`src/rtl/lv_wdg_tmr_pkg.sv`:
```
// Shared low-voltage parameters for the watchdog timer.
// Holds the watchdog state encoding, the tick width and the default prescaler divisor.
package lv_wdg_tmr_pkg;

    // Watchdog state encoding. It is also visible on o_wdg_cur_st.
    typedef enum logic [1:0] {
        WDG_IDLE   = 2'd0,
        WDG_CLOSED = 2'd1,
        WDG_OPEN   = 2'd2,
        WDG_ERR    = 2'd3
    } wdg_st_e;

    localparam int LV_WDG_TICK_W      = 8;
    localparam int LV_PRESCL_DIV_DFLT = 1000;

endpackage

```
`src/rtl/lv_wdg_tmr_if.sv`:
```
// Control, configuration and status bundle of the low-voltage watchdog timer.
// The master modport is the controller side. The slave modport is the watchdog side.
interface lv_wdg_tmr_if
    import lv_wdg_tmr_pkg::*;
#(
    parameter int WDG_TICK_W = LV_WDG_TICK_W
);
    logic                  i_wdg_scan_en;
    logic                  i_wdg_kick;
    logic [WDG_TICK_W-1:0] i_reg_wdg_tmo_val;
    logic [WDG_TICK_W-1:0] i_reg_wdg_win_val;
    logic                  i_reg_wdg_err_clr;
    logic                  o_wdg_tmo_err;
    logic                  o_wdg_early_err;
    logic [1:0]            o_wdg_cur_st;
    logic [WDG_TICK_W-1:0] o_wdg_tick_cnt;

    modport master (
        output i_wdg_scan_en, i_wdg_kick, i_reg_wdg_tmo_val, i_reg_wdg_win_val, i_reg_wdg_err_clr,
        input  o_wdg_tmo_err, o_wdg_early_err, o_wdg_cur_st, o_wdg_tick_cnt
    );

    modport slave (
        input  i_wdg_scan_en, i_wdg_kick, i_reg_wdg_tmo_val, i_reg_wdg_win_val, i_reg_wdg_err_clr,
        output o_wdg_tmo_err, o_wdg_early_err, o_wdg_cur_st, o_wdg_tick_cnt
    );
endinterface

```
`src/rtl/lv_wdg_prescl.sv`:
```
// Watchdog prescaler: divides i_clk down to a one-cycle tick every PRESCL_DIV cycles.
// It counts only while enabled and sits at zero otherwise.
module lv_wdg_prescl #(
    parameter int PRESCL_DIV = 1000
) (
    input  logic i_clk,
    input  logic i_rst_n,
    input  logic i_en,
    input  logic i_clr,
    output logic o_tick
);
    localparam int CNT_W = $clog2(PRESCL_DIV);
    localparam logic [CNT_W-1:0] CNT_LAST = CNT_W'(PRESCL_DIV - 1);

    logic [CNT_W-1:0] cnt_q, cnt_d;

    assign o_tick = i_en && (cnt_q == CNT_LAST);

    // Next count: a clear or a disable forces zero; otherwise wrap at the last count.
    always_comb begin
        cnt_d = cnt_q;
        if (i_clr || !i_en) begin
            cnt_d = '0;
        end else if (cnt_q == CNT_LAST) begin
            cnt_d = '0;
        end else begin
            cnt_d = cnt_q + 1'b1;
        end
    end

    // Prescaler count register.
    always_ff @(posedge i_clk or negedge i_rst_n) begin
        if (!i_rst_n) begin
            cnt_q <= '0;
        end else begin
            cnt_q <= cnt_d;
        end
    end
endmodule

```
`src/rtl/lv_wdg_tmr.sv`:
```
// Low-voltage windowed watchdog.
// The closed window rejects early kicks, the open window accepts a refresh, and a
// missing refresh raises a timeout. Both error flags are sticky until cleared.
module lv_wdg_tmr
    import lv_wdg_tmr_pkg::*;
#(
    parameter int PRESCL_DIV = LV_PRESCL_DIV_DFLT,
    parameter int WDG_TICK_W = LV_WDG_TICK_W
) (
    input  logic          i_clk,
    input  logic          i_rst_n,
    lv_wdg_tmr_if.slave   wdg
);
    wdg_st_e               state_q, state_d;
    logic [WDG_TICK_W-1:0] tick_cnt_q, tick_cnt_d;
    logic                  tmo_err_q, tmo_err_d;
    logic                  early_err_q, early_err_d;

    logic prescl_en;
    logic prescl_clr;
    logic tick;
    logic restart;
    logic set_tmo;
    logic set_early;
    logic tmo_hit;

    assign prescl_en  = (state_q == WDG_CLOSED) || (state_q == WDG_OPEN);
    assign prescl_clr = !wdg.i_wdg_scan_en || restart;
    assign tmo_hit    = (wdg.i_reg_wdg_tmo_val != '0) && (tick_cnt_q >= wdg.i_reg_wdg_tmo_val);

    lv_wdg_prescl #(
        .PRESCL_DIV (PRESCL_DIV)
    ) u_prescl (
        .i_clk   (i_clk),
        .i_rst_n (i_rst_n),
        .i_en    (prescl_en),
        .i_clr   (prescl_clr),
        .o_tick  (tick)
    );

    // Next-state decision. Disable beats everything, kick beats timeout, and timeout beats opening the window.
    always_comb begin
        state_d   = state_q;
        restart   = 1'b0;
        set_tmo   = 1'b0;
        set_early = 1'b0;
        if (!wdg.i_wdg_scan_en) begin
            state_d = WDG_IDLE;
        end else begin
            case (state_q)
                WDG_IDLE: restart = 1'b1;
                WDG_CLOSED: begin
                    if (wdg.i_wdg_kick) begin
                        state_d   = WDG_ERR;
                        set_early = 1'b1;
                    end else if (tmo_hit) begin
                        state_d = WDG_ERR;
                        set_tmo = 1'b1;
                    end else if (tick_cnt_q >= wdg.i_reg_wdg_win_val) begin
                        state_d = WDG_OPEN;
                    end
                end
                WDG_OPEN: begin
                    if (wdg.i_wdg_kick) begin
                        restart = 1'b1;
                    end else if (tmo_hit) begin
                        state_d = WDG_ERR;
                        set_tmo = 1'b1;
                    end
                end
                WDG_ERR: restart = wdg.i_reg_wdg_err_clr;
                default: state_d = WDG_IDLE;
            endcase
            if (restart) begin
                state_d = (wdg.i_reg_wdg_win_val != '0) ? WDG_CLOSED : WDG_OPEN;
            end
        end
    end

    // Tick counter and sticky flags. A set in the same cycle as a clear keeps the flag.
    always_comb begin
        tick_cnt_d = tick_cnt_q;
        if (prescl_clr) begin
            tick_cnt_d = '0;
        end else if (tick && (tick_cnt_q != '1)) begin
            tick_cnt_d = tick_cnt_q + 1'b1;
        end
        tmo_err_d   = set_tmo   || (tmo_err_q   && !wdg.i_reg_wdg_err_clr);
        early_err_d = set_early || (early_err_q && !wdg.i_reg_wdg_err_clr);
    end

    // State, counter and flag registers. Every output comes straight from these.
    always_ff @(posedge i_clk or negedge i_rst_n) begin
        if (!i_rst_n) begin
            state_q     <= WDG_IDLE;
            tick_cnt_q  <= '0;
            tmo_err_q   <= 1'b0;
            early_err_q <= 1'b0;
        end else begin
            state_q     <= state_d;
            tick_cnt_q  <= tick_cnt_d;
            tmo_err_q   <= tmo_err_d;
            early_err_q <= early_err_d;
        end
    end

    assign wdg.o_wdg_cur_st    = state_q;
    assign wdg.o_wdg_tick_cnt  = tick_cnt_q;
    assign wdg.o_wdg_tmo_err   = tmo_err_q;
    assign wdg.o_wdg_early_err = early_err_q;
endmodule

```
`src/flat_wrapper.sv`:
```
// flat-port wrapper written by rule: the top's interface ports become plain ports
module lv_wdg_tmr_flat import lv_wdg_tmr_pkg::*;
#(
    parameter int PRESCL_DIV = LV_PRESCL_DIV_DFLT,
    parameter int WDG_TICK_W = LV_WDG_TICK_W
)
  (i_clk, i_rst_n, wdg_i_wdg_scan_en, wdg_i_wdg_kick, wdg_i_reg_wdg_tmo_val, wdg_i_reg_wdg_win_val, wdg_i_reg_wdg_err_clr, wdg_o_wdg_tmo_err, wdg_o_wdg_early_err, wdg_o_wdg_cur_st, wdg_o_wdg_tick_cnt);
  lv_wdg_tmr_if #(.WDG_TICK_W(WDG_TICK_W)) wdg_i ();
  input  logic i_clk;
  input  logic i_rst_n;
  input wire logic [$bits(wdg_i.i_wdg_scan_en)-1:0] wdg_i_wdg_scan_en;
  input wire logic [$bits(wdg_i.i_wdg_kick)-1:0] wdg_i_wdg_kick;
  input wire logic [$bits(wdg_i.i_reg_wdg_tmo_val)-1:0] wdg_i_reg_wdg_tmo_val;
  input wire logic [$bits(wdg_i.i_reg_wdg_win_val)-1:0] wdg_i_reg_wdg_win_val;
  input wire logic [$bits(wdg_i.i_reg_wdg_err_clr)-1:0] wdg_i_reg_wdg_err_clr;
  output wire logic [$bits(wdg_i.o_wdg_tmo_err)-1:0] wdg_o_wdg_tmo_err;
  output wire logic [$bits(wdg_i.o_wdg_early_err)-1:0] wdg_o_wdg_early_err;
  output wire logic [$bits(wdg_i.o_wdg_cur_st)-1:0] wdg_o_wdg_cur_st;
  output wire logic [$bits(wdg_i.o_wdg_tick_cnt)-1:0] wdg_o_wdg_tick_cnt;
  assign wdg_i.i_wdg_scan_en = wdg_i_wdg_scan_en;
  assign wdg_i.i_wdg_kick = wdg_i_wdg_kick;
  assign wdg_i.i_reg_wdg_tmo_val = wdg_i_reg_wdg_tmo_val;
  assign wdg_i.i_reg_wdg_win_val = wdg_i_reg_wdg_win_val;
  assign wdg_i.i_reg_wdg_err_clr = wdg_i_reg_wdg_err_clr;
  assign wdg_o_wdg_tmo_err = wdg_i.o_wdg_tmo_err;
  assign wdg_o_wdg_early_err = wdg_i.o_wdg_early_err;
  assign wdg_o_wdg_cur_st = wdg_i.o_wdg_cur_st;
  assign wdg_o_wdg_tick_cnt = wdg_i.o_wdg_tick_cnt;
  lv_wdg_tmr #(.PRESCL_DIV(PRESCL_DIV), .WDG_TICK_W(WDG_TICK_W)) u_core (.i_clk(i_clk), .i_rst_n(i_rst_n), .wdg(wdg_i));
endmodule
```
`config.mk`:
```
export PLATFORM = sky130hd
export DESIGN_NAME = lv_wdg_tmr_flat
export DESIGN_NICKNAME = d
export VERILOG_FILES = /design/src/rtl/lv_wdg_tmr_pkg.sv /design/src/rtl/lv_wdg_tmr_if.sv /design/src/rtl/lv_wdg_prescl.sv /design/src/rtl/lv_wdg_tmr.sv /design/src/flat_wrapper.sv
export SDC_FILE = /design/constraint.sdc
export NUM_CORES = 1
export LEC_CHECK = 0
export ABC_CLOCK_PERIOD_IN_PS = 2200
export BUFFER_PORTS_ARGS = -buffer_cell sky130_fd_sc_hd__buf_2
export CORE_UTILIZATION = 51
export CTS_BUF_LIST = sky130_fd_sc_hd__clkbuf_4 sky130_fd_sc_hd__clkbuf_8
export DETAILED_ROUTE_END_ITERATION = 8
export PLACE_DENSITY = 0.83
export SETUP_SLACK_MARGIN = 0.15
export SYNTH_ARGS = -nofsm -noshare
export SYNTH_HDL_FRONTEND = slang
export SYNTH_HIERARCHICAL = 1
export SYNTH_SLANG_ARGS = --single-unit
```
`constraint.sdc`:
```
create_clock -name i_clk -period 2.2 [get_ports i_clk]
set_clock_uncertainty 0.1 [all_clocks]
set_input_delay 0.33 -clock i_clk [delete_from_list [all_inputs] [get_ports i_clk]]
set_output_delay 0.33 -clock i_clk [all_outputs]
set_load 0.01 [all_outputs]
```
# Yosys cells after proc, flatten, opt, wreduce, memory -nomap -nowiden
# Index checks and enable logic that the tools add are counted.
[classes] eq_ne=9 order_cmp=2 n_mux=23 n_reduce_logical=19 addsub=2
[op_table] op="$mux W10" n=2
[op_table] op="$ge A8 B8 Y1" n=2
[op_table] op="$mux W2" n=8
[op_table] op="$mux W8" n=2
[op_table] op="$reduce_bool A8 Y1" n=2
[op_table] op="$add A10 B1 Y10 const B" n=1
[op_table] op="$eq A10 B10 Y1 const B" n=1
[op_table] op="$mux W1" n=9
[op_table] op="$add A8 B1 Y8 const B" n=1
[op_table] op="$ne A8 B8 Y1 const B" n=1
[op_table] op="$ne A6 B5 Y1 const B" n=1
[op_table] op="$logic_and A1 B1 Y1" n=5
[op_table] op="$logic_or A1 B1 Y1" n=5
[op_table] op="$eq A2 B2 Y1 const B" n=2
[op_table] op="$ne A4 B1 Y1 const B" n=1
[op_table] op="$ne A4 B3 Y1 const B" n=1
[op_table] op="$ne A4 B4 Y1 const B" n=1
[op_table] op="$pmux W2 S2" n=1
[op_table] op="$reduce_and A4 Y1" n=1
[op_table] op="$logic_not A1 Y1" n=3
[op_table] op="$pmux W1 S3" n=1
[op_table] op="$eq A2 B1 Y1 const B" n=1
[op_table] op="$logic_not A2 Y1" n=1
[op_table] op="$reduce_bool A2 Y1" n=1
[op_table] op="$reduce_or A2 Y1" n=1
[totals] ff_bits=22 word_cells=60 output_inout_bits=12

# Longest topological paths before layout
# Gate-level depths: netlist (run 1).
[depth] word_depth=7 depth_mapped=9 mapped_depth_nobuf=9

# Modules after synthesis
# The synthesis (run 1) kept the hierarchy.
[by_module_without_submodules] mod="lv_wdg_tmr" cells_each=127 n_inst=1 area_per_inst_um2=1083.5 seq_area_each_um2=300.3
[by_module_without_submodules] mod="lv_wdg_prescl" cells_each=53 n_inst=1 area_per_inst_um2=498.0 seq_area_each_um2=250.2

# Worst setup path before layout (run 1)
# OpenSTA, ideal clock, no wires.
[synth_path] path_kind="reg-to-reg" startpoint="reg u_core.tick_cnt_q[0] (netlist: u_core/wdg.o_wdg_tick_cnt[0])" endpoint="reg u_core.state_q[0] (netlist: u_core/wdg.o_wdg_cur_st[0])" required_ns=1.963 setup_slack_ns=0.104 stages_incl_launch_ff=8 synth_period_minus_slack_ns=2.096 arrival_ns=1.860 path_buffers=0 path_cell_list="dfrtp_1 -> inv_1 -> ha_1 -> nand2b_1 -> a2111oi_0 -> o32ai_1 -> o41ai_2 -> a221oi_1"
[synth_via] elab_chain_cells=7 word_cells_on_any_way=11 cone_classes="order compare (2); eq/ne (2); mux (5); reduce/logical (2)"
[synth_lines] element="from (decl)" line="lv_wdg_tmr.sv:15" text="logic [WDG_TICK_W-1:0] tick_cnt_q, tick_cnt_d;"
[synth_lines] element="from (signal assigned)" line="lv_wdg_tmr.sv:101" text="tick_cnt_q <= tick_cnt_d;"
[synth_lines] element="$ge A8 B8 Y1" line="lv_wdg_tmr.sv:29" text="assign tmo_hit = (wdg.i_reg_wdg_tmo_val != '0) && (tick_cnt_q >= wdg.i_reg_wdg_tmo_val);"
[synth_lines] element="$logic_and A1 B1 Y1" line="lv_wdg_tmr.sv:29"
[synth_lines] element="$mux W2" line="lv_wdg_tmr.sv:56" text="end else if (tmo_hit) begin"
[synth_lines] element="$mux W2" line="lv_wdg_tmr.sv:53" text="if (wdg.i_wdg_kick) begin"
[synth_lines] element="$pmux W2 S2" line="lv_wdg_tmr.sv:50" text="case (state_q)"
[synth_lines] element="$mux W2" line="lv_wdg_tmr.sv:74" text="if (restart) begin"
[synth_lines] element="$mux W2" line="lv_wdg_tmr.sv:47" text="if (!wdg.i_wdg_scan_en) begin"
[synth_lines] element="to (signal assigned)" line="lv_wdg_tmr.sv:100" text="state_q <= state_d;"
[synth_lines] element="to (decl)" line="lv_wdg_tmr.sv:14" text="wdg_st_e state_q, state_d;"
# Several ways; a longest one is shown, not always the timed one.
# A chain may end at the register's enable or synchronous reset.

# Worst setup path after layout (run 1)
[layout_path] startpoint="reg u_core.tick_cnt_q[7] (netlist: u_core/wdg.o_wdg_tick_cnt[7])" endpoint="reg u_core.state_q[0] (netlist: u_core/wdg.o_wdg_cur_st[0])"
# The elaborated chain is that of the path after synthesis.

==> impl_metrics.env, run 1 <==
export IMPL_grtUsageMet1_pct=29.30
export IMPL_nets=274
export IMPL_hold_depth=2
export IMPL_first_pass_iters=6
export IMPL_worstSkewPairLatency_ns=0.30
export IMPL_maxSlewHeadroom_pct=67.76
export IMPL_synth_top_area_share_pct=34.81
export IMPL_critPathMaxStageDelay_ns=0.41
export IMPL_syn_avg_cell_area_um2=8.786
export IMPL_grt_max_degree=23
export IMPL_max_vdd_ir_drop_v=0.0004688
export IMPL_maxSlewViolCount=0
export IMPL_grt_pass1_wl_mm=5.816
export IMPL_synth_area_um2=1582
export IMPL_critPathCaptureType="register"
export IMPL_path_max_fanout=4
export IMPL_ys_warn_count=6
export IMPL_postRouteAntennaNets=0
export IMPL_start_util_pct=55.44
export IMPL_grtUsageMet2_pct=39.20
export IMPL_die_h_um=57.69
export IMPL_globalRoute_busiestLayer="met2"
export IMPL_drc=3
export IMPL_leakagePower_nw=1.028
export IMPL_synth_edf_count=0
export IMPL_clkTransAtPathRegs_ns=0.11
export IMPL_finish_utilization_pct=71.40
export IMPL_core_area_um2=2853
export IMPL_gr_total_overflow=0
export IMPL_preCtsSetupSlack_ns=0.06665
export IMPL_post_route_cells_drive_above_1_share_pct=30.30
export IMPL_fin_crit_ns=2.034
export IMPL_num_antenna_cells=0
export IMPL_clock_sinks=22
export IMPL_wl_mm=3.617
export IMPL_root_buffer="clkbuf_4"
export IMPL_cts_tree="done"
export IMPL_ys_seq_elements=22
export IMPL_grtUsageMet3_pct=2.232
export IMPL_die_w_um=57.69
export IMPL_synth_cell_types=39
export IMPL_hold_viol=0
export IMPL_period_share_pct=92.46
export IMPL_via_count=1470
export IMPL_arrival_ns=2.15
export IMPL_cp_slowest_cell="dfrtp_1"
export IMPL_rrSetupSlack_ns=0.17
export IMPL_die_area_um2=3328
export IMPL_antenna_found_initial=0
export IMPL_r2r_start="u_core/wdg.o_wdg_tick_cnt[7]"
export IMPL_gp_congestion=0.7946
export IMPL_r2r_end="u_core/wdg.o_wdg_cur_st[0]"
export IMPL_hold_start="wdg_i_reg_wdg_err_clr"
export IMPL_max_cap_violations=0
export IMPL_worst_pin_slew_ns=0.4835
export IMPL_fin_ws_ns=0.1660
export IMPL_failed_checks="design-rule violations"
export IMPL_synth_largest_area_cell="dfrtp_1"
export IMPL_async_reset_ff_share_pct=100.0
export IMPL_crit_required_ns=2.32
export IMPL_ff2ff_path_depth=7
export IMPL_critPathTopFamily="compound AO/OA/AOI/OAI gates"
export IMPL_h_tree_depth=1
export IMPL_grt_pass1_vias=1395
export IMPL_criticalPathCategory="register to register"
export IMPL_ios=33
export IMPL_yosysSeqAreaShare_pct=34.81
export IMPL_area_growth_pct=28.80
export IMPL_hold_class="input port to register"
export IMPL_netlist_instances=180
export IMPL_yosys_top_cells_area="dfrtp_1 35%, ha_1 17%, inv_1 6.2%, nor2_1 5.5%, xnor2_1 4.4%"
export IMPL_synth_ff_type="dfrtp_1"
export IMPL_drt_wirelength_per_cell_um=13.81
export IMPL_rsz0062_at_grt="true"
export IMPL_fill_cells=205
export IMPL_syn_num_nets=222
export IMPL_path_cells="buf_4 -> ha_1 -> nand4_1 -> nor2_1 -> a2111oi_4 -> o41ai_2 -> a221oi_2"
export IMPL_viasPerCell=5.611
export IMPL_fmax_ghz=0.4916
export IMPL_clockBufferDepth=2
export IMPL_start_kind="register"
export IMPL_hpwl_mm=2.586
export IMPL_setup_tns_ns=0
export IMPL_status="finished with violations"
export IMPL_power_density_nw_per_um2=534.0
export IMPL_io_buffers=32
export IMPL_setup_viol=0
export IMPL_worst_path_buf_inv=1
export IMPL_cts_buffers=3
export IMPL_first_iter_violations=53
export IMPL_min_to="u_core/wdg.o_wdg_tmo_err"
export IMPL_grtUsageTotal_pct=22.41
export IMPL_rows=19
==> flip-flops by register name (all words and copies together), names as in the netlist <==
name,cells
u_core/wdg.o_wdg_tick_cnt,8
u_core/wdg.o_wdg_early_err,1
u_core/wdg.o_wdg_tmo_err,1
u_core/u_prescl/cnt_q,10
u_core/wdg.o_wdg_cur_st,2
==> cell families after synthesis <==
| logic type | synth area share [%] |
|---|---|
| adder cells (fa/ha/maj) | 16.61 |
| AND/OR/NAND/NOR | 22.47 |
| buffers and inverters | 6.171 |
| AO/OA/AOI/OAI | 13.77 |
| XOR/XNOR | 5.538 |
| multiplexers | 0.6329 |
| flip-flops | 34.81 |
==> cell type report <==
type	count	area (µm²)	share of cell area [%]
timing repair buffer	47	275.3	13.51
inverter	26	97.59	4.791
multi-input combinational	132	1037	50.92
tap	31	38.79	1.904
clock buffer	4	36.28	1.781
sequential	22	551.8	27.09
==> worst reg2reg max path, cell delays in order, from the launching register on <==
cell,delay [ns]
dfrtp_1,0.41
buf_4,0.16
ha_1,0.30
nand4_1,0.10
nor2_1,0.08
a2111oi_4,0.41
o41ai_2,0.13
a221oi_2,0.26
==> cells in the mapped netlist, drive strengths merged (3+ instances only) <==
library cell and count:
nand4 4, inv 26, nand2 11, dfrtp 22, nor2 23, a21oi 4, nand3 11, xnor2 8
o21ai 7, ha 21, or3 3, nor3 7
==> through the flow <==
stage | hold WS, ns | std cells | instance area (µm²) | total power [mW]
after floorplan | -0.06559 | 180 | 1595 | 0.6859
final | 0.1444 | 262 | 2037 | 1.088
after global placement | 0.2152 | 254 | 1877 | 0.8188
after global routing | 0.1349 | 262 | 2037 | 1.158
after CTS | 0.1443 | 260 | 1952 | 1.050
after detailed placement | 0.2191 | 254 | 1877 | 0.8227
==> power by group <==
group          switching (mW)  internal, mW
sequential             0.0192         0.429
combinational           0.243         0.179
clock                   0.116         0.101
==> how the worst max path moves through the flow <==
stage	endpoint	cells past startpoint	startpoint
floorplan	u_core/wdg.o_wdg_cur_st[0]	7	u_core/wdg.o_wdg_tick_cnt[0]
global placement	u_core/wdg.o_wdg_cur_st[0]	7	u_core/wdg.o_wdg_tick_cnt[0]
detailed placement	u_core/wdg.o_wdg_cur_st[0]	8	wdg_i_reg_wdg_tmo_val[7]
CTS	u_core/wdg.o_wdg_cur_st[0]	6	u_core/wdg.o_wdg_tick_cnt[5]
global route	u_core/wdg.o_wdg_cur_st[0]	6	u_core/wdg.o_wdg_tick_cnt[2]
finish	u_core/wdg.o_wdg_cur_st[0]	7	u_core/wdg.o_wdg_tick_cnt[7]
==> metal layers <==
layer	part of all wire [%]	vias up
li1	-	740
met1	44	670
met2	49	51
met4	1.8	0
met5	0	-
met3	5.2	9
==> what timing repair did <==
| item | 4_1_cts | 5_1_grt |
|---|---|---|
| setup buffers | 1 | 2 |
| endpoints found under the hold margin | 22 | 0 |
| gates resized for setup | 3 | 14 |
| pin swaps | 1 | 7 |
| setup endpoints to repair | 6 | 7 |
| hold buffers | 1 | 0 |
==> placed cells by master, fill, tap and decap left out, types with 2 or more instances in the layout <==
master,count
nor3_1,4
nor2_1,23
o21ai_0,5
nand3_1,10
a31oi_1,2
clkbuf_4,3
buf_2,32
nand2b_1,2
dfrtp_1,21
a211oi_1,2
xnor2_1,8
nor3_2,2
a2111oi_4,2
nand2_1,10
xor2_1,2
inv_1,25
a21o_1,2
a21oi_1,3
ha_1,20
nand4_1,4
nor2b_1,2
a221oi_2,2
buf_4,14
and3_1,2
or3_1,3
Note: power is estimated with default switching activity, not from simulation.
==> inputs of run 2 (changes only) <==
--- a/config.mk
+++ b/config.mk
@@ -5,13 +5,15 @@
 export SDC_FILE = /design/constraint.sdc
 export NUM_CORES = 1
 export LEC_CHECK = 0
+export ABC_AREA = 1
 export ABC_CLOCK_PERIOD_IN_PS = 2200
 export BUFFER_PORTS_ARGS = -buffer_cell sky130_fd_sc_hd__buf_2
-export CORE_UTILIZATION = 51
+export CORE_UTILIZATION = 52
 export CTS_BUF_LIST = sky130_fd_sc_hd__clkbuf_4 sky130_fd_sc_hd__clkbuf_8
 export DETAILED_ROUTE_END_ITERATION = 8
-export PLACE_DENSITY = 0.83
+export PLACE_DENSITY = 0.8
 export SETUP_SLACK_MARGIN = 0.15
+export SKIP_CTS_REPAIR_TIMING = 1
 export SYNTH_ARGS = -nofsm -noshare
 export SYNTH_HDL_FRONTEND = slang
 export SYNTH_HIERARCHICAL = 1
==> run 2 against run 1 <==
Compared with the run above:
- total power is 14% higher
- the flow now finishes without violations
- sequential power is 5.1% higher
- area after synthesis increased by 13%
- sequential share of layout area fell by 0.90 points
- global-route usage shrank 0.48 points
- combinational power increased by 8.7%
- clock-buffer cell count fell by 1
- synthesized cell count up 38%
==> impl_metrics.env, run 2 <==
export IMPL_status="completed"
export IMPL_rows=20
export IMPL_crit_required_ns=2.32
export IMPL_antenna_found_initial=0
export IMPL_async_reset_ff_share_pct=100.0
export IMPL_ios=33
export IMPL_yosys_top_cells_area="dfrtp_1 31%, ha_1 15%, nand2_1 12%, inv_1 9.2%, nand3_1 4.7%"
export IMPL_worst_path_buf_inv=3
export IMPL_synth_edf_count=0
export IMPL_synth_top_family_by_area="simple AND/OR/NAND/NOR gates"
export IMPL_synth_most_common_cell="nand2_1"
export IMPL_wl_mm=3.509
export IMPL_max_vdd_ir_drop_v=0.0003379
export IMPL_synth_simple_area_share_pct=33.61
export IMPL_cp_slowest_cell="dfrtp_1"
export IMPL_yosysSeqAreaShare_pct=30.68
export IMPL_worst_pin_slew_ns=0.4929
export IMPL_period_share_pct=88.49
export IMPL_arrival_ns=2.07
export IMPL_syn_avg_cell_area_um2=7.235
export IMPL_via_count=1616
export IMPL_final_cell_mix="54 x nand2_1, 44 x inv_1, 32 x buf_2"
export IMPL_hold_viol=0
export IMPL_cts_buffers=3
export IMPL_fill_cells=285
export IMPL_leakagePower_nw=1.124
export IMPL_clock_sinks=22
export IMPL_die_h_um=60.74
export IMPL_setup_viol=0
export IMPL_synth_xor_area_share_pct=1.464
export IMPL_synth_largest_area_cell="dfrtp_1"
export IMPL_io_buffers=32
export IMPL_path_max_fanout=6
export IMPL_final_cell_area_um2=2102
export IMPL_layout_commonest_cell="nand2_1"
export IMPL_clockBufferDepth=2
export IMPL_rrSetupSlack_ns=0.25
export IMPL_ff2ff_path_depth=10
export IMPL_gp_congestion=0.8601
export IMPL_cpMostUsedCell="inv_1"
export IMPL_rsz0062_at_grt="true"
export IMPL_criticalPathCategory="register to register"
export IMPL_clkTransAtPathRegs_ns=0.12
export IMPL_grt_max_degree=23
export IMPL_h_tree_depth=1
export IMPL_max_cap_violations=0
export IMPL_synth_area_um2=1794
export IMPL_synth_top_area_share_pct=30.68
export IMPL_nets=331
export IMPL_setup_tns_ns=0
export IMPL_synth_cell_types=26
export IMPL_first_iter_violations=66
export IMPL_synth_ff_type="dfrtp_1"
export IMPL_r2r_start="u_core/wdg.o_wdg_cur_st[0]"
export IMPL_synthTopCellsByCount="55 x nand2_1, 44 x inv_1, 22 x dfrtp_1, 22 x nor2_1, 21 x ha_1"
export IMPL_hpwl_mm=2.837
export IMPL_viasPerCell=4.867
export IMPL_critPathMaxStageDelay_ns=0.43
export IMPL_worstSkewPairLatency_ns=0.31
export IMPL_syn_num_nets=290
export IMPL_r2r_end="u_core/wdg.o_wdg_tick_cnt[7]"
export IMPL_hold_depth=2
export IMPL_finish_utilization_pct=66.67
export IMPL_postRouteAntennaNets=0
export IMPL_grtUsageTotal_pct=21.93
export IMPL_root_buffer="clkbuf_4"
export IMPL_power_density_nw_per_um2=590.5
export IMPL_post_route_cells_drive_above_1_share_pct=25.69
export IMPL_final_seq_area_um2=550.5
export IMPL_gr_total_overflow=0
export IMPL_die_w_um=60.74
export IMPL_hold_class="input port to register"
export IMPL_cts_tree="done"
export IMPL_preCtsSetupSlack_ns=0.1993
export IMPL_fin_crit_ns=1.947
export IMPL_core_area_um2=3153
export IMPL_place_area_um2=2032
export IMPL_multi_input_area_um2=1064
export IMPL_synthAdderAreaFrac_pct=14.64
export IMPL_hold_start="wdg_i_reg_wdg_err_clr"
export IMPL_ys_warn_count=6
export IMPL_first_pass_iters=4
export IMPL_maxSlewHeadroom_pct=67.14
export IMPL_critPathTopFamily="simple AND/OR/NAND/NOR gates"
export IMPL_largest_register_ffs=10
export IMPL_critPathCaptureType="register"
export IMPL_muxShareOfSynthArea_pct=0
export IMPL_start_kind="register"
export IMPL_drc=0
export IMPL_fin_ws_ns=0.2532
export IMPL_grt_pass1_wl_mm=5.947
export IMPL_start_util_pct=56.90
export IMPL_largest_register="u_core/u_prescl/cnt_q"
export IMPL_ys_seq_elements=22
export IMPL_num_antenna_cells=0
export IMPL_netlist_instances=248
export IMPL_maxSlewViolCount=0
export IMPL_drt_wirelength_per_cell_um=10.57
export IMPL_die_area_um2=3689
export IMPL_synth_compound_area_share_pct=9.135
export IMPL_area_growth_pct=17.16
export IMPL_grt_pass1_vias=1436
export IMPL_path_cells="inv_1 -> ha_1 -> inv_1 -> inv_1 -> nor2_2 -> nand2_4 -> nor2_2 -> nand2_2 -> o21ai_1 -> a21oi_2"
export IMPL_min_to="u_core/wdg.o_wdg_early_err"
export IMPL_fmax_ghz=0.5137
-- run 2: changes by cell type after synthesis, sizes merged, moves of 6 or more --
cell   delta
inv      +22
nor2     +10
nor3      -6
xnor2     -6
nand3     +9
nand2    +53
a21oi    +12
-- run 2: stage by stage --
step | cells | total power, mW | hold slack [ns]
2_1_floorplan | 248 | 0.7961 | -0.06559
4_1_cts | 331 | 1.239 | -0.1276
3_3_place_gp | 327 | 0.9124 | 0.2288
6_report | 332 | 1.241 | 0.1147
5_1_grt | 332 | 1.353 | 0.1013
3_5_place_dp | 327 | 0.9230 | 0.2362
-- run 2: worst max-delay path by stage --
stage                               start                           end  slack (ns)  depth (start not counted)
2_1_floorplan  u_core/wdg.o_wdg_cur_st[0]  u_core/wdg.o_wdg_tick_cnt[7]        0.34                         10
3_3_place_gp     u_core/u_prescl/cnt_q[0]  u_core/wdg.o_wdg_tick_cnt[7]        0.27                         10
3_5_place_dp     u_core/u_prescl/cnt_q[0]  u_core/wdg.o_wdg_tick_cnt[7]        0.20                         10
4_1_cts          u_core/u_prescl/cnt_q[0]  u_core/wdg.o_wdg_tick_cnt[7]        0.17                         10
5_1_grt          u_core/u_prescl/cnt_q[0]  u_core/wdg.o_wdg_tick_cnt[7]        0.08                         10
6_report       u_core/wdg.o_wdg_cur_st[0]  u_core/wdg.o_wdg_tick_cnt[7]        0.25                         10
-- run 2: routing by layer --
metal,track usage [%],wire length [µm],vias to the layer above
met1,29.49,1797,711
met4,4.545,24,0
met5,0,0,-
li1,-,-,868
met3,4.478,127,4
met2,36.73,1560,33
-- run 2: cells by family (layout without fill, tap and decap cells) --
| group | after synthesis | after routing |
|---|---|---|
| AOI/OAI and AO/OA | 28 | 28 |
| xor gates and xnor gates | 3 | 3 |
| buffers and inverters | 49 | 89 |
| and+or+nand+nor | 125 | 125 |
| adders and majority gates | 21 | 21 |
| DFF | 22 | 22 |
-- run 2: final cells by class --
| type | instances | area share (%) |
|---|---|---|
| Tap cell | 44 | 2.619 |
| Sequential cell | 22 | 26.19 |
| Inverter | 48 | 8.571 |
| Multi-Input combinational cell | 177 | 50.60 |
| Clock inverter | 1 | 1.429 |
| Timing Repair Buffer | 37 | 9.524 |
| Clock buffer | 3 | 1.071 |
-- run 2: power by group --
part	internal, mW	total [mW]	switching (mW)
logic	0.161	0.460	0.299
clock network	0.184	0.310	0.125
registers	0.434	0.471	0.0369
==> inputs of run 3 (changes only) <==
--- a/config.mk
+++ b/config.mk
@@ -11,10 +11,9 @@
 export CORE_UTILIZATION = 52
 export CTS_BUF_LIST = sky130_fd_sc_hd__clkbuf_4 sky130_fd_sc_hd__clkbuf_8
 export DETAILED_ROUTE_END_ITERATION = 8
-export PLACE_DENSITY = 0.8
+export PLACE_DENSITY = 0.81
 export SETUP_SLACK_MARGIN = 0.15
 export SKIP_CTS_REPAIR_TIMING = 1
 export SYNTH_ARGS = -nofsm -noshare
 export SYNTH_HDL_FRONTEND = slang
-export SYNTH_HIERARCHICAL = 1
 export SYNTH_SLANG_ARGS = --single-unit
==> run 3 against run 2 <==
Compared with the run above:
- hold slack better by 0.011 ns
- area after synthesis shrank 4.5%
- wire length decreased by 1.5%
- synthesized cell count decreased by 4.8%
- sequential power barely moved
- global-route usage is 0.47 points lower
- die area down 4.4%
- register-to-register slack better by 0.05 ns
- final area fell by 3.9%
- flip-flop and latch count stayed put
==> impl_metrics.env, run 3 <==
export IMPL_synth_most_common_cell="nand2_1"
export IMPL_netlist_instances=236
export IMPL_viasPerCell=4.765
export IMPL_syn_avg_cell_area_um2=7.258
export IMPL_rows=20
export IMPL_die_w_um=59.40
export IMPL_clockBufferDepth=2
export IMPL_cpMostUsedCell="nand2_1"
export IMPL_leakagePower_nw=1.137
export IMPL_hold_class="input port to register"
export IMPL_num_antenna_cells=0
export IMPL_gr_total_overflow=0
export IMPL_post_route_cells_drive_above_1_share_pct=22.58
export IMPL_syn_num_nets=278
export IMPL_yosysSeqAreaShare_pct=32.14
export IMPL_setup_tns_ns=0
export IMPL_worstSkewPairLatency_ns=0.31
export IMPL_worst_path_buf_inv=0
export IMPL_p_int_mw=0.6603
export IMPL_seq_power_share_pct=43.1
export IMPL_antenna_found_initial=0
export IMPL_via_count=1539
export IMPL_largest_register_ffs=10
export IMPL_grt_max_degree=23
export IMPL_start_kind="register"
export IMPL_hold_viol=0
export IMPL_clockPowerShare_pct=17.4
export IMPL_rsz0062_at_grt="true"
export IMPL_yosys_top_cells_area="dfrtp_1 32%, ha_1 15%, nand2_1 15%, inv_1 7.7%, nor2_1 6.4%"
export IMPL_critPathMaxStageDelay_ns=0.50
export IMPL_max_cap_violations=0
export IMPL_fin_crit_ns=1.895
export IMPL_synth_edf_count=0
export IMPL_core_area_um2=3078
export IMPL_clkTransAtPathRegs_ns=0.12
export IMPL_final_seq_area_um2=554.3
export IMPL_synth_area_um2=1713
export IMPL_critPathTopFamily="flip-flops"
export IMPL_ys_warn_count=0
export IMPL_worst_pin_slew_ns=0.5050
export IMPL_p_sw_share_pct=39.63
export IMPL_nets=323
export IMPL_ios=33
export IMPL_cts_buffers=3
export IMPL_drc=0
export IMPL_start_util_pct=55.65
export IMPL_final_cell_mix="68 x nand2_1, 34 x inv_1, 32 x buf_2"
export IMPL_switching_power_mw=0.4334
export IMPL_maxSlewHeadroom_pct=66.33
export IMPL_maxSlewViolCount=0
export IMPL_path_cells="ha_1 -> a21oi_1 -> o21a_1 -> nand2_1 -> nand2_1 -> o21ai_2 -> nand2_1 -> nand2_1 -> nand2_1"
export IMPL_layout_commonest_cell="nand2_1"
export IMPL_synth_ff_type="dfrtp_1"
export IMPL_h_tree_depth=1
export IMPL_cp_slowest_cell="dfrtp_1"
export IMPL_fill_cells=287
export IMPL_gp_congestion=0.8566
export IMPL_period_share_pct=86.12
export IMPL_critPathCaptureType="register"
export IMPL_power_frac_comb_pct=39.5
export IMPL_synth_largest_area_cell="dfrtp_1"
export IMPL_synth_top_area_share_pct=32.14
export IMPL_status="completed"
export IMPL_synthTopCellsByCount="68 x nand2_1, 35 x inv_1, 29 x nor2_1"
export IMPL_io_buffers=32
export IMPL_async_reset_ff_share_pct=100.0
export IMPL_root_buffer="clkbuf_4"
export IMPL_grtUsageTotal_pct=21.46
export IMPL_die_area_um2=3528
export IMPL_die_h_um=59.40
export IMPL_cts_tree="done"
export IMPL_ys_seq_elements=22
export IMPL_crit_required_ns=2.32
export IMPL_area_growth_pct=17.97
export IMPL_path_max_fanout=7
export IMPL_fmax_ghz=0.5278
export IMPL_grt_pass1_wl_mm=5.651
export IMPL_setup_viol=0
export IMPL_wl_mm=3.458
export IMPL_synth_cell_types=25
export IMPL_hpwl_mm=2.759
export IMPL_grt_pass1_vias=1350
export IMPL_power_density_nw_per_um2=541.2
export IMPL_drt_wirelength_per_cell_um=10.71
export IMPL_max_vdd_ir_drop_v=0.0003540
export IMPL_finish_utilization_pct=65.65
export IMPL_criticalPathCategory="register to register"
export IMPL_first_iter_violations=44
export IMPL_clock_sinks=22
export IMPL_first_pass_iters=4
export IMPL_postRouteAntennaNets=0
export IMPL_largest_register="u_core.u_prescl.cnt_q"
export IMPL_arrival_ns=2.01
export IMPL_multi_input_area_um2=1017
[run 3: changes by cell type in the layout (fill, tap and decap cells not counted), sizes merged, moves of 6 or more]
cell	before	now
a21oi	16	5
nand3	20	13
xor2	1	7
nor3	1	10
nand2	64	71
inv	48	39
[run 3: power groups by stage]
| stage | clock [mW] | sequential (mW) | combinational, mW |
|---|---|---|---|
| after floorplan | 0 | 0.484 | 0.278 |
| after global placement | 0 | 0.476 | 0.386 |
| after detailed placement | 0 | 0.478 | 0.394 |
| after CTS | 0.187 | 0.470 | 0.395 |
| after global routing | 0.206 | 0.477 | 0.481 |
| final | 0.190 | 0.471 | 0.432 |
[run 3: worst paths after layout]
| check | startpoint | endpoint | slack [ns] | cells past startpoint |
|---|---|---|---|---|
| min | wdg_i_reg_wdg_err_clr | u_core.wdg.o_wdg_early_err | 0.13 | 2 |
| max in group asynchronous | i_rst_n | u_core.wdg.o_wdg_cur_st[0] | 1.23 | 2 |
| min reg2reg | u_core.u_prescl.cnt_q[0] | u_core.u_prescl.cnt_q[0] | 0.42 | 1 |
| min in group asynchronous | i_rst_n | u_core.u_prescl.cnt_q[4] | 0.40 | 2 |
| max reg2reg | u_core.wdg.o_wdg_tick_cnt[5] | u_core.wdg.o_wdg_cur_st[1] | 0.31 | 9 |
| max | u_core.wdg.o_wdg_tick_cnt[5] | u_core.wdg.o_wdg_cur_st[1] | 0.31 | 9 |
[run 3: routing by layer]
| layer | global-route usage (%) | wire, µm | vias to the layer above |
|---|---|---|---|
| met5 | 0 | 0 | - |
| met4 | 5.102 | 25 | 0 |
| met3 | 2.620 | 62 | 3 |
| met2 | 38.04 | 1671 | 21 |
| met1 | 27.62 | 1698 | 691 |
| li1 | - | - | 824 |
[run 3: cells by family (layout without fill, tap and decap cells)]
logic type	Yosys count	after routing	synth area share, %
AND/OR/NAND/NOR	132	132	34.26
buffers and inverters	39	82	8.693
flip-flops	22	22	32.14
adder cells (fa/ha/maj)	21	21	15.34
AO/OA/AOI/OAI	11	11	3.944
XOR/XNOR	11	11	5.624
[run 3: area by class of cell]
class,count,area share (%)
inverters,39,7.368
flip-flops and latches,22,27.43
multi-input cells,175,50.34
well taps,44,2.724
repair buffers,40,11.02
clock buffers,3,1.115
[run 3: per-stage QoR]
step / instance area (µm²) / cells / setup slack (ns) / hold WS, ns / power, mW
floorplan: 1713 / 236 / 0.4429 / -0.06559 / 0.7615
global placement: 1951 / 315 / 0.2597 / 0.2168 / 0.8622
detailed placement: 1951 / 315 / 0.2384 / 0.2249 / 0.8722
CTS: 1973 / 318 / 0.2050 / -0.1182 / 1.052
global route: 2021 / 323 / 0.1434 / 0.1330 / 1.164
finish: 2021 / 323 / 0.3053 / 0.1260 / 1.094
